===== src/rtl/jstk_spi_reader.sv =====
// Pmod JSTK poller: clocks a 5-byte SPI mode-0 transaction, then publishes X/Y/buttons.
// Optional macro JSTK_LED_TX_EN sends the LED command in byte 0; otherwise MOSI stays 0.
//
// state | meaning
// IDLE  | ss high, waiting IDLE_CYC cycles between transactions
// SETUP | ss low, SS_SETUP_CYC cycles before the first SCLK low phase
// LOW   | sclk low half-period, mosi presents the current TX bit
// HIGH  | sclk high half-period, miso sampled on its first cycle
// GAP   | inter-byte pause with ss still low
// DONE  | single cycle, ss high, results published with data_valid
module jstk_spi_reader #(
  parameter int HALF_DIV     = 750,
  parameter int SS_SETUP_CYC = 1500,
  parameter int GAP_CYC      = 1000,
  parameter int IDLE_CYC     = 100000
) (
  input  logic       clk,
  input  logic       rst,
  input  logic       miso,
  input  logic [1:0] led,
  output logic       ss,
  output logic       sclk,
  output logic       mosi,
  output logic [9:0] x_val,
  output logic [9:0] y_val,
  output logic [2:0] buttons,
  output logic       data_valid
);

  localparam int MAX_A = (HALF_DIV > SS_SETUP_CYC) ? HALF_DIV : SS_SETUP_CYC;
  localparam int MAX_B = (GAP_CYC > IDLE_CYC) ? GAP_CYC : IDLE_CYC;
  localparam int MAX_C = (MAX_A > MAX_B) ? MAX_A : MAX_B;
  localparam int CW    = $clog2(MAX_C + 1);

  localparam logic [CW-1:0] HALF_TC  = CW'(HALF_DIV - 1);
  localparam logic [CW-1:0] SETUP_TC = CW'(SS_SETUP_CYC - 1);
  localparam logic [CW-1:0] GAP_TC   = CW'(GAP_CYC - 1);
  localparam logic [CW-1:0] IDLE_TC  = CW'(IDLE_CYC - 1);
  localparam logic [CW-1:0] CNT_ONE  = CW'(1);

  typedef enum logic [2:0] {IDLE, SETUP, LOW, HIGH, GAP, DONE} state_t;

  state_t        state_q, state_d;
  logic [CW-1:0] cnt_q, cnt_d;
  logic [2:0]    bit_q, bit_d;
  logic [2:0]    byte_q, byte_d;
  logic [7:0]    shreg_q, shreg_d;
  logic [7:0]    b0_q, b0_d;
  logic [1:0]    b1_q, b1_d;
  logic [7:0]    b2_q, b2_d;
  logic [1:0]    b3_q, b3_d;
  logic [9:0]    x_val_q, x_val_d;
  logic [9:0]    y_val_q, y_val_d;
  logic [2:0]    buttons_q, buttons_d;
  logic          data_valid_q, data_valid_d;
  logic          ss_q, ss_d;
  logic          sclk_q, sclk_d;
  logic          mosi_q, mosi_d;

  always_comb begin
    state_d      = state_q;
    cnt_d        = cnt_q + CNT_ONE;
    bit_d        = bit_q;
    byte_d       = byte_q;
    shreg_d      = shreg_q;
    b0_d         = b0_q;
    b1_d         = b1_q;
    b2_d         = b2_q;
    b3_d         = b3_q;
    x_val_d      = x_val_q;
    y_val_d      = y_val_q;
    buttons_d    = buttons_q;
    data_valid_d = 1'b0;

    case (state_q)
      IDLE: begin
        if (cnt_q == IDLE_TC) begin
          state_d = SETUP;
          cnt_d   = '0;
        end
      end
      SETUP: begin
        if (cnt_q == SETUP_TC) begin
          state_d = LOW;
          cnt_d   = '0;
          bit_d   = 3'd0;
          byte_d  = 3'd0;
        end
      end
      LOW: begin
        if (cnt_q == HALF_TC) begin
          state_d = HIGH;
          cnt_d   = '0;
        end
      end
      HIGH: begin
        if (cnt_q == '0) shreg_d = {shreg_q[6:0], miso};
        // shreg_d is used at the exit so a one-cycle half-period still captures bit 7
        if (cnt_q == HALF_TC) begin
          cnt_d = '0;
          if (bit_q == 3'd7) begin
            case (byte_q)
              3'd0:    b0_d = shreg_d;
              3'd1:    b1_d = shreg_d[1:0];
              3'd2:    b2_d = shreg_d;
              3'd3:    b3_d = shreg_d[1:0];
              default: ;
            endcase
            if (byte_q == 3'd4) begin
              state_d      = DONE;
              x_val_d      = {b1_q, b0_q};
              y_val_d      = {b3_q, b2_q};
              buttons_d    = shreg_d[2:0];
              data_valid_d = 1'b1;
            end else begin
              state_d = GAP;
            end
          end else begin
            bit_d   = bit_q + 3'd1;
            state_d = LOW;
          end
        end
      end
      GAP: begin
        if (cnt_q == GAP_TC) begin
          state_d = LOW;
          cnt_d   = '0;
          bit_d   = 3'd0;
          byte_d  = byte_q + 3'd1;
        end
      end
      DONE: begin
        state_d = IDLE;
        cnt_d   = '0;
      end
      default: begin
        state_d = IDLE;
        cnt_d   = '0;
      end
    endcase

    // Pin outputs follow the next state so they are registered yet aligned with it
    ss_d   = !(state_d == SETUP || state_d == LOW || state_d == HIGH || state_d == GAP);
    sclk_d = (state_d == HIGH);
  end

`ifdef JSTK_LED_TX_EN
  logic [1:0] led_q, led_d;
  logic [7:0] tx_byte;

  always_comb begin
    led_d = led_q;
    if (state_q == IDLE && state_d == SETUP) led_d = led;
    tx_byte = (byte_d == 3'd0) ? {6'b100000, led_d} : 8'h00;
    mosi_d  = 1'b0;
    if (state_d == LOW || state_d == HIGH) mosi_d = tx_byte[3'd7 - bit_d];
  end

  always_ff @(posedge clk) begin
    if (rst) led_q <= 2'b00;
    else     led_q <= led_d;
  end
`else
  logic unused_led;
  assign unused_led = ^led;

  always_comb begin
    mosi_d = 1'b0;
  end
`endif

  always_ff @(posedge clk) begin
    if (rst) begin
      state_q      <= IDLE;
      cnt_q        <= '0;
      bit_q        <= 3'd0;
      byte_q       <= 3'd0;
      shreg_q      <= 8'h00;
      b0_q         <= 8'h00;
      b1_q         <= 2'b00;
      b2_q         <= 8'h00;
      b3_q         <= 2'b00;
      x_val_q      <= 10'd512;
      y_val_q      <= 10'd512;
      buttons_q    <= 3'b000;
      data_valid_q <= 1'b0;
      ss_q         <= 1'b1;
      sclk_q       <= 1'b0;
      mosi_q       <= 1'b0;
    end else begin
      state_q      <= state_d;
      cnt_q        <= cnt_d;
      bit_q        <= bit_d;
      byte_q       <= byte_d;
      shreg_q      <= shreg_d;
      b0_q         <= b0_d;
      b1_q         <= b1_d;
      b2_q         <= b2_d;
      b3_q         <= b3_d;
      x_val_q      <= x_val_d;
      y_val_q      <= y_val_d;
      buttons_q    <= buttons_d;
      data_valid_q <= data_valid_d;
      ss_q         <= ss_d;
      sclk_q       <= sclk_d;
      mosi_q       <= mosi_d;
    end
  end

  assign ss         = ss_q;
  assign sclk       = sclk_q;
  assign mosi       = mosi_q;
  assign x_val      = x_val_q;
  assign y_val      = y_val_q;
  assign buttons    = buttons_q;
  assign data_valid = data_valid_q;

endmodule


===== config.mk =====
export PLATFORM = sky130hd
export DESIGN_NAME = jstk_spi_reader
export DESIGN_NICKNAME = d
export VERILOG_FILES = /design/src/rtl/jstk_spi_reader.sv
export SDC_FILE = /design/constraint.sdc
export NUM_CORES = 1
export LEC_CHECK = 0
export BUFFER_PORTS_ARGS = -buffer_cell sky130_fd_sc_hd__buf_2
export CORE_MARGIN = 2
export CORE_UTILIZATION = 50
export DETAILED_ROUTE_END_ITERATION = 10
export GPL_TIMING_DRIVEN = 1
export PLACE_DENSITY_LB_ADDON = 0.12
export SYNTH_ARGS = -nofsm -noshare
export SYNTH_HDL_FRONTEND = slang
export SYNTH_SLANG_ARGS = --single-unit
export TNS_END_PERCENT = 5

===== constraint.sdc =====
create_clock -name clk -period 2.91 [get_ports clk]
set_input_delay 0.291 -clock clk [delete_from_list [all_inputs] [get_ports clk]]
set_output_delay 0.291 -clock clk [all_outputs]
set_load 0.005 [all_outputs]

Yosys cells after proc, flatten, opt, wreduce, memory -nomap -nowiden
Cells that the tools add are included.
Widths: inputs -> output; s select.
- output and inout port bits: 27
- word-level logic and storage cells: 82
- flip-flop bits (word level): 80
- input port bits: 5
- muxes and demuxes: 22
- reductions and logical operators: 18
- bitwise logic cells: 3
- equal/unequal tests: 21
- add/subtract/negate cells: 3
- operators with widths (operator ; number):
    $mux 17 ; 4
    $pmux 17 s4 ; 1
    $eq 17x10->1 const B ; 2
    $mux 3 ; 11
    $reduce_and 4->1 ; 5
    $eq 3x2->1 const B ; 6
    $add 17x1->17 const B ; 1
    $eq 17x11->1 const B ; 1
    $eq 17x17->1 const B ; 1
    $logic_not 17->1 ; 1
    $pmux 3 s5 ; 1
    $eq 3x3->1 const B ; 4
    $eq 3x1->1 const B ; 3
    $pmux 3 s3 ; 1
    $mux 8 ; 1
    $ne 2x2->1 const B ; 4
    $add 3x1->3 const B ; 2
    $logic_not 3->1 ; 2
    $pmux 3 s2 ; 1
    $reduce_and 5->1 ; 1
    $reduce_or 4->1 ; 1
    $logic_or 1x1->1 ; 3
    $not 1->1 ; 3
    $reduce_and 3->1 ; 1
    other kinds (5) ; 6

Logic depth before layout (Yosys ltp)
Gate-level depths: netlist of run 1.
- word-level depth: 10
- gate-level depth with buffers: 9
- depth with buffers taken out: 7

Worst setup path before layout of run 1
OpenSTA, ideal clock, no wires.
- path kind: flip-flop to flip-flop
- start point: register cnt_q[9]
- end point: register cnt_q[11]
- slack: 883 ps
- required time: 2795 ps
- setup time: 115 ps
- data arrival time: 1913 ps
- period minus slack after synthesis: 2027 ps
- path buffers: 2
- stages on the path, launching flop included: 8
- path through: dfxtp_1 clkbuf_2 or4_1 nor2_2 a31oi_1 o41ai_4 buf_6 nor2_1
- cells in the longest elaborated chain, start to end: 3
- elaborated cells on any way between the ends: 10
- those cells by class: add/sub: 1; eq/ne: 4; mux: 5
- ends and longest elaborated chain (element ; line ; RTL):
    start: declaration ; 44 ; logic [CW-1:0] cnt_q, cnt_d;
    start signal: assignment ; 192 ; cnt_q <= cnt_d;
    $add 17x1->17, or another cell as far along ; 62 ; cnt_d = cnt_q + CNT_ONE;
    $mux 17 (on tied branches) ; - ;
    $pmux 17 s4 * ; 75 ; case (state_q)
Mark *: on every way between the ends. The rest lies on a longest branch, timed or not.
A chain may end at the register's enable or synchronous reset.

Final worst setup path of run 1
- start point: register cnt_q[6]
- end point: register b3_q[1]
- cells in the longest elaborated chain, start to end: 2
- elaborated cells on any way between the ends: 4
- those cells by class: eq/ne: 1; mux: 1; reduce/logical: 2
- ends and longest elaborated chain (element ; line ; RTL):
    $eq 17x10->1 or $logic_not 17->1 (tied branches) ; 99, 97 ;
    $reduce_and 4->1 (no line) or $mux 8 (tied branches) ; - ;
    end signal: assignment ; 182 ; b3_q <= 2'b00;
    end signal: assignment ; 199 ; b3_q <= b3_d;
    end: declaration ; 51 ; logic [1:0] b3_q, b3_d;
Several ways; a longest one is shown, not always the timed one.

==> impl_metrics.toml, run 1 <==
[route]
via_per_inst = 5.28
ant_nets = 0
first_pass_iters = 4
wl_um = 7070
wl_per_cell_um = 13.3
drc = 0
num_vias = 2803
drtIter0Drc = 124

[global_route]
grt_pass1_vias = 2623
overflow = 0
grt_antenna_before_repair = 0
grt_usage_pct = 19.6
grt_max_degree = 58
grt_pass1_wl_um = 12000

[clock_network]
clock_sinks = 80
ctsHoldBuffers = 0
cts_max_level = 3
cts_root_buf = "clkbuf_8"
cts_tree = "done"
ctsResizeCount = 0
cts_buffers = 9
cts_setup_buffers = 0
clk_latency_ns = 0.35
clockBufferDepth = 2
path_clk_slew_ns = 0.09

[yosys]
ys_types = 51
async_reset_ff_share_pct = 0
synth_cells = 409
syn_avg_cell_area_um2 = 8.77
synth_area_mm2 = 0.00359
yosys_warnings = 0
synth_edf_count = 0
ys_seq_elements = 80
synth_nets = 424
yosysSeqAreaShare_pct = 44.7
synth_flop_cell = "dfxtp_1"

[layout]
fin_cells = 531
layout_commonest_cell = "dfxtp_1"
drive_gt1_share_pct = 14.7
n_antenna_cell = 0
area_delta_synth_final_pct = 10.4
final_cell_mix = "dfxtp_1 (80), nand2_1 (52), nor2_1 (52)"
finalNetCount = 445
seq_area_mm2 = 0.00160
nFillCells = 637
multiInputGateArea_mm2 = 0.00182

[sta]
tns_ns = 0
rsz0062_at_grt = "false"
fmax_mhz = 438
min_period_ns = 2.28
setup_viol = 0
final_max_slew_viol_count = 0
final_hold_viol_count = 0
period_share_pct = 78.5
slew_headroom_pct = 51.2
skew_ns = 0.00943
tightest_slew_ns = 0.726
timing.hold.ws_ns = 0.180

[setup_path]
r2r_cells = 5
max_stage_delay_ns = 0.67
cp.required_ns = 3.16
path_cells = "and3_1 > nand4_4 > nor3_1 > a21oi_1 > a311oi_1"
cp_slowest_cell = "nor3_1"
reg2reg_to = "b3_q[1]$_SDFFE_PP0P_"
critPathKind = "flip-flop to flip-flop"
crit_path_end_kind = "flip-flop"
rr_startpoint = "cnt_q[6]$_SDFF_PP0_"
r2r_slack_ns = 0.63
crit_fanout = 8
start_kind = "flip-flop"
arrival_ns = 2.53

[pwr]
ir_drop_mv = 0.278
power_density_mw_per_mm2 = 493
p_leak_nw = 1.47

[run]
drv_cap = 0

[floorplan]
core_area_mm2 = 0.00687
die_area_mm2 = 0.00787
die_w_um = 88.7
die_height_um = 88.7
ios = 32
rows = 30
start_util_pct = 52.2

[placed_design]
finalWeightedCongestion = 0.841
io_buffers = 28
hpwl_um = 4940
place_inst = 515

[outcome]
status = "completed"

[min_path]
min-delay-start = "rst"
min_path_cells = 2
worstHoldEndpoint = "byte_q[1]$_SDFFE_PP0P_"
hp-class = "input pin to flip-flop"
==> kinds of logic after synthesis <==
logic type      synth area share, %
simple gates                   26.0
xor+xnor                       3.66
fa+ha+maj                      3.49
compound gates                 14.1
flops                          44.7
buf+inv                        4.64
mux                            3.38
other cells                   0.105
==> per-stage QoR <==
stage,worst slack (ns),instance area [um2],total power [mW],util (%)
after floorplan,0.883,3590,1.19,-
after global placement,0.684,3770,1.20,54.9
after detailed placement,0.627,3770,1.20,54.9
after CTS,0.613,3960,1.98,57.6
after global routing,0.436,3960,2.03,57.6
final,0.627,3960,1.95,57.6
==> critical path, delay by kind of cell, from the launching register on <==
kind	cells	cell delay (ns)
AO/OA/AOI/OAI	2	0.45
flip-flops	1	0.44
AND/OR/NAND/NOR	3	1.31
==> worst max-delay path by stage <==
| stage | from | endpoint | cells past startpoint |
|---|---|---|---|
| finish | cnt_q[6]$_SDFF_PP0_ | b3_q[1]$_SDFFE_PP0P_ | 5 |
| global route | bit_q[0]$_SDFFE_PP0P_ | buttons[0]$_SDFFE_PP0P_ | 8 |
| CTS | cnt_q[5]$_SDFF_PP0_ | b3_q[1]$_SDFFE_PP0P_ | 6 |
| detailed placement | cnt_q[16]$_SDFF_PP0_ | b3_q[1]$_SDFFE_PP0P_ | 6 |
| global placement | cnt_q[16]$_SDFF_PP0_ | b3_q[1]$_SDFFE_PP0P_ | 6 |
| floorplan | cnt_q[9]$_SDFF_PP0_ | cnt_q[11]$_SDFF_PP0_ | 7 |
==> where the power goes <==
group / leakage, nW / switching [mW] / internal, mW / total (mW)
sequential: 0.645 / 0.00452 / 1.10 / 1.10
combinational: 0.734 / 0.0477 / 0.0278 / 0.0754
clock: 0.0940 / 0.447 / 0.328 / 0.774
total: 1.47 / 0.499 / 1.45 / 1.95
==> synth_stat cells (5+ instances only) <==
master | count | share of area [%]
and4_1 | 5 | 1.2
nor2_1 | 52 | 5.4
nand2_1 | 52 | 5.4
a211oi_1 | 24 | 5.0
buf_2 | 9 | 1.3
and3_1 | 8 | 1.4
dfxtp_1 | 80 | 45
nand3_1 | 19 | 2.7
o21ai_0 | 8 | 1.1
clkbuf_1 | 12 | 1.3
xnor2_1 | 10 | 2.4
ha_1 | 10 | 3.5
a21oi_1 | 31 | 4.3
mux2i_1 | 11 | 3.1
nor3_1 | 6 | 0.84
inv_1 | 9 | 0.94
xor2_1 | 5 | 1.2
nor2b_1 | 5 | 0.87
==> area by class of cell <==
cell class / count / share of cell area [%]
clock buffers: 9 / 3.13
clock inverters: 7 / 1.55
inverters: 9 / 0.853
multi-input cells: 294 / 45.9
flip-flops and latches: 80 / 40.5
well taps: 96 / 3.03
repair buffers: 36 / 5.06
==> metal layers <==
metal / wire, um / up-vias / global-route usage (%)
met1: 3340 / 1276 / 24.7
li1: - / 1454 / -
met2: 3340 / 58 / 32.8
met3: 219 / 15 / 3.08
met5: 0 / - / 0
met4: 169 / 0 / 9.09
==> sequential cells by signal, summed over array words and instances (netlist names) <==
signal	flops
state_q	3
y_val	10
x_val	10
shreg_q	8
sclk	1
b2_q	8
b0_q	8
b3_q	2
bit_q	3
data_valid	1
buttons	3
byte_q	3
b1_q	2
cnt_q	17
ss	1
(Power assumes the default switching activity.)
==> run 2: changes to the inputs <==
--- a/config.mk
+++ b/config.mk
@@ -5,6 +5,7 @@
 export SDC_FILE = /design/constraint.sdc
 export NUM_CORES = 1
 export LEC_CHECK = 0
+export ABC_AREA = 1
 export BUFFER_PORTS_ARGS = -buffer_cell sky130_fd_sc_hd__buf_2
 export CORE_MARGIN = 2
 export CORE_UTILIZATION = 50
==> constraint.sdc (replaced) <==
create_clock -name clk -period 1.8 [get_ports clk]
set_input_delay 0.18 -clock clk [delete_from_list [all_inputs] [get_ports clk]]
set_output_delay 0.18 -clock clk [all_outputs]
set_load 0.005 [all_outputs]
==> impl_metrics.toml, run 2 <==
[outcome]
status = "completed"

[yosys]
syn_avg_cell_area_um2 = 7.45
synth_area_leaders = "dfxtp_1 (42%), o21ai_0 (7.5%), inv_1 (7.2%)"
yosys_warnings = 0
synth_area_mm2 = 0.00378
ys_seq_elements = 80
synth_most_common_cell = "dfxtp_1"
yosysSeqAreaShare_pct = 42.3
synth_cells = 508
synth_nets = 523
synth_edf_count = 0
yosys.area.top_type = "dfxtp_1"
synthDominantCellAreaShare_pct = 42.3
async_reset_ff_share_pct = 0
ys_types = 34
synth_common_cells = "dfxtp_1 (80), inv_1 (73), nor2_1 (71), nand2_1 (60), o21ai_0 (57)"
synth_flop_cell = "dfxtp_1"

[global_route]
grt_pass1_wl_um = 13500
groute.layer.met3.usage_pct = 4.48
use_met1_pct = 28.4
busiest_layer = "met2"
globalRouteMet2Util_pct = 31.2
grt_pass1_vias = 2951
grt_antenna_before_repair = 0
grt_usage_pct = 20.4
overflow = 0
grt_max_degree = 47

[min_path]
min-delay-start = "rst"
hp-class = "input pin to flip-flop"
worstHoldEndpoint = "state_q[1]$_SDFF_PP0_"
min_path_cells = 2

[layout]
top_register = "cnt_q"
nFillCells = 699
fin_cells = 652
drive_gt1_share_pct = 21.2
n_antenna_cell = 0
finalNetCount = 563
layout_commonest_cell = "dfxtp_1"
area_delta_synth_final_pct = 14.8
multiInputGateArea_mm2 = 0.00183
seq_area_mm2 = 0.00161
final_cell_mix = "dfxtp_1 (77), inv_1 (72), nor2_1 (68)"
largest_reg_flops = 17
final_util_pct = 59.6

[route]
drc = 0
drtIter0Drc = 167
first_pass_iters = 4
ant_nets = 0
wl_um = 7970
via_per_inst = 4.89
wl_per_cell_um = 12.2
num_vias = 3189

[placed_design]
finalWeightedCongestion = 0.846
hpwl_um = 5700
place_inst = 636
io_buffers = 28

[pwr]
finalPower_mw = 3.15
p_leak_nw = 1.91
power_density_mw_per_mm2 = 725
ir_drop_mv = 0.478

[clock_network]
cts_buffers = 9
clock_sinks = 80
cts_root_buf = "clkbuf_8"
cts_tree = "done"
cts_setup_buffers = 0
path_clk_slew_ns = 0.08
cts_max_level = 3
clockBufferDepth = 2
clk_latency_ns = 0.36

[setup_path]
r2r_slack_ns = 0.11
crit_fanout = 17
critPathKind = "flip-flop to flip-flop"
reg2reg_to = "cnt_q[11]$_SDFF_PP0_"
start_kind = "flip-flop"
cp.required_ns = 2.04
critPathLaunch = "cnt_q[0]$_SDFF_PP0_"
arrival_ns = 1.93
crit_path_end_kind = "flip-flop"
r2r_cells = 11
rr_startpoint = "cnt_q[0]$_SDFF_PP0_"

[floorplan]
die_height_um = 91.0
core_area_mm2 = 0.00729
die_area_mm2 = 0.00828
start_util_pct = 51.9
die_w_um = 91.0
ios = 32
rows = 31

[sta]
timing.hold.ws_ns = 0.136
min_period_ns = 1.69
period_share_pct = 93.8
final_hold_viol_count = 0
setup_viol = 0
rsz0062_at_grt = "true"
final_max_slew_viol_count = 0
skew_ns = 0.00910
fmax_mhz = 592

[run]
drv_cap = 0
## run 2: logic make-up (layout without fill, tap and decap cells)
kind of cell | Yosys count | after routing | synth area share (%)
fa+ha+maj | 10 | 10 | 3.31
xor+xnor | 10 | 10 | 2.31
compound gates | 111 | 111 | 15.3
simple gates | 201 | 201 | 26.4
buf+inv | 95 | 140 | 10.3
other cells | 1 | 1 | 0.0991
flops | 80 | 80 | 42.3
## run 2: worst max-delay path by stage
stage,to,slack [ns],cells past startpoint
finish,cnt_q[11]$_SDFF_PP0_,0.11,11
global route,y_val[0]$_SDFFE_PP0P_,-0.03,9
global placement,b2_q[2]$_SDFFE_PP0P_,0.05,8
detailed placement,b2_q[4]$_SDFFE_PP0P_,-0.003,8
floorplan,cnt_q[12]$_SDFF_PP0_,0.16,11
CTS,b1_q[1]$_SDFFE_PP0P_,0.01,8
## run 2: repair_timing
action | in CTS | in global routing
hold buffers | 0 | 0
endpoints found under the setup margin | 4 | 51
pin swaps | 0 | 2
gates resized for setup | 3 | 19
endpoints found under the hold margin | 0 | 0
## run 2: layout make-up
cell class,instances,area share (%)
multi-input combinational,333,42.0
sequential,80,37.0
inverter,80,6.91
timing repair buffer,44,6.86
clock buffer,10,3.17
tap,99,2.85
clock inverter,6,1.15
## run 2: through the flow
| step | TNS [ns] | setup slack, ns | instance area [um2] |
|---|---|---|---|
| after detailed placement | -0.00348 | -0.00348 | 4120 |
| after floorplan | 0 | 0.156 | 3780 |
| after CTS | 0 | 0.0132 | 4310 |
| after global placement | 0 | 0.0452 | 4120 |
| after global routing | -0.229 | -0.0255 | 4340 |
| final | 0 | 0.111 | 4340 |
## run 2: worst max-delay path, cell delays in order, from the launching register on
cell and delay (ns):
dfxtp_4 0.38, ha_2 0.20, nand2_2 0.09, nor2_4 0.13, nand2_1 0.09, nor2_2 0.10, nand2_1 0.06, nand2_1 0.05
o21ai_1 0.09, o21ai_4 0.16, buf_12 0.17, nor2_1 0.06
## run 2: layer usage
layer / vias to the layer above / routed length, um
li1: 1690 / -
met1: 1448 / 4130
met2: 44 / 3460
met3: 7 / 270
met4: 0 / 98
met5: - / 0
## run 2: where the power goes
part / total [mW] / internal (mW) / switching, mW
clock: 1.25 / 0.553 / 0.696
sequential: 1.78 / 1.77 / 0.00807
combinational: 0.118 / 0.0442 / 0.0742
total: 3.15 / 2.37 / 0.779
==> run 3: changes to the inputs <==
--- a/config.mk
+++ b/config.mk
@@ -8,7 +8,7 @@
 export ABC_AREA = 1
 export BUFFER_PORTS_ARGS = -buffer_cell sky130_fd_sc_hd__buf_2
 export CORE_MARGIN = 2
-export CORE_UTILIZATION = 50
+export CORE_UTILIZATION = 43
 export DETAILED_ROUTE_END_ITERATION = 10
 export GPL_TIMING_DRIVEN = 1
 export PLACE_DENSITY_LB_ADDON = 0.12
==> impl_metrics.toml, run 3 (same netlist as run 2, synthesis figures left out) <==
[sta]
final_hold_viol_count = 0
final_max_slew_viol_count = 0
fmax_mhz = 593
period_share_pct = 93.6
timing.hold.ws_ns = 0.227
setup_viol = 0
rsz0062_at_grt = "true"
skew_ns = 0.00847
min_period_ns = 1.69

[clock_network]
cts_buffers = 9
cts_tree = "done"
clock_sinks = 80
clockBufferDepth = 2
cts_root_buf = "clkbuf_8"
cts_max_level = 3
ctsHoldBuffers = 0
path_clk_slew_ns = 0.09
clk_latency_ns = 0.36

[layout]
finalNetCount = 567
top_register = "cnt_q"
fin_area_mm2 = 0.00446
multiInputGateArea_mm2 = 0.00187
final_util_pct = 51.6
seq_area_mm2 = 0.00161
n_antenna_cell = 0
nFillCells = 872
final_cell_mix = "dfxtp_1 (73), inv_1 (71), nor2_1 (66)"
drive_gt1_share_pct = 23.7
layout_commonest_cell = "dfxtp_1"
fin_cells = 665
area_delta_synth_final_pct = 17.8
largest_reg_flops = 17

[setup_path]
start_kind = "flip-flop"
critPathTopFamily = "compound AO/OA/AOI/OAI gates"
path_cells = "inv_1 > ha_1 > nand4_1 > nor2_1 > nand2_1 > buf_12 > o21ai_1 > inv_2 > a21oi_1"
arrival_ns = 1.98
cp_slowest_cell = "dfxtp_4"
critPathKind = "flip-flop to flip-flop"
crit_path_end_kind = "flip-flop"
cp.required_ns = 2.09
crit_buf_inv = 3
max_stage_delay_ns = 0.37
crit_fanout = 16

[floorplan]
rows = 34
ios = 32
die_height_um = 97.8
core_area_mm2 = 0.00864
die_w_um = 97.8
die_area_mm2 = 0.00957
start_util_pct = 43.8

[pwr]
ir_drop_mv = 0.520
power.share.clock_pct = 42.6
switching_power_mw = 0.809
p_leak_nw = 1.97
switching_share_pct = 24.3
pwr-share-seq_pct = 53.5
power_density_mw_per_mm2 = 748
p_comb_share_pct = 3.9
internal-power_mw = 2.52

[run]
drv_cap = 0

[global_route]
grt_pass1_vias = 3013
grt_max_degree = 48
globalRouteMet2Util_pct = 26.8
busiest_layer = "met2"
groute.layer.met3.usage_pct = 4.15
overflow = 0
use_met1_pct = 25.5
grt_pass1_wl_um = 14000
grt_usage_pct = 17.8
grt_antenna_before_repair = 0

[route]
num_vias = 3186
drtIter0Drc = 117
wl_um = 8220
first_pass_iters = 4
wl_per_cell_um = 12.4
via_per_inst = 4.79
drc = 0
ant_nets = 0

[placed_design]
io_buffers = 28
place_area_mm2 = 0.00414
hpwl_um = 5710
place_inst = 647
finalWeightedCongestion = 0.879

[min_path]
hp-class = "input pin to flip-flop"

[outcome]
status = "completed"
run 3: changes by cell type in the layout (fill, tap and decap cells not counted), sizes merged:
| cell | previous run | this run |
|---|---|---|
| clkinvlp | 2 | 0 |
| clkinv | 2 | 3 |
| buf | 44 | 48 |
| bufinv | 0 | 1 |
run 3: power by group through the flow:
| stage | clock, mW | combinational [mW] | sequential, mW |
|---|---|---|---|
| 2_1_floorplan | 0 | 0.0792 | 1.82 |
| 3_3_place_gp | 0 | 0.118 | 1.82 |
| 3_5_place_dp | 0 | 0.120 | 1.82 |
| 4_1_cts | 1.46 | 0.120 | 1.78 |
| 5_1_grt | 1.53 | 0.141 | 1.78 |
| 6_report | 1.42 | 0.129 | 1.78 |
run 3: per-stage QoR:
step	setup slack [ns]	total power [mW]	setup TNS, ns
after floorplan	0.156	1.90	0
after global placement	0.0704	1.94	0
after detailed placement	0.0217	1.94	0
after CTS	0.0133	3.36	0
after global routing	-0.0343	3.46	-0.243
final	0.115	3.33	0
run 3: final cells by class:
class                      instances  area share, %
sequential                        80           36.2
clock inverter                     6           1.71
inverter                          80           6.74
timing repair buffer              48           7.36
clock buffer                      10           3.09
multi-input combinational        333           41.9
tap                              108           3.03
run 3: path summary, 6_finish.rpt:
| check | from | to | slack, ns | depth (start not counted) |
|---|---|---|---|---|
| worst min-delay path | rst | state_q[0]$_SDFF_PP0_ | 0.23 | 2 |
| worst min register to register | b2_q[1]$_SDFFE_PP0P_ | b2_q[1]$_SDFFE_PP0P_ | 0.46 | 2 |
| worst max register to register | cnt_q[0]$_SDFF_PP0_ | b3_q[1]$_SDFFE_PP0P_ | 0.11 | 9 |
| worst max-delay path | cnt_q[0]$_SDFF_PP0_ | b3_q[1]$_SDFFE_PP0P_ | 0.11 | 9 |
run 3: repair_timing:
item / CTS / global route
gates resized for setup: 2 / 37
pin swaps: 0 / 7
hold endpoints to repair: 0 / 0
endpoints found under the setup margin: 3 / 67
buffers inserted: 0 / 2
gates cloned: 0 / 0
run 3: per-layer routing:
metal / share of wire [%] / wire length (um)
met5: 0 / 0
met4: 1.5 / 120
met3: 3.0 / 250
met2: 43 / 3530
met1: 53 / 4320
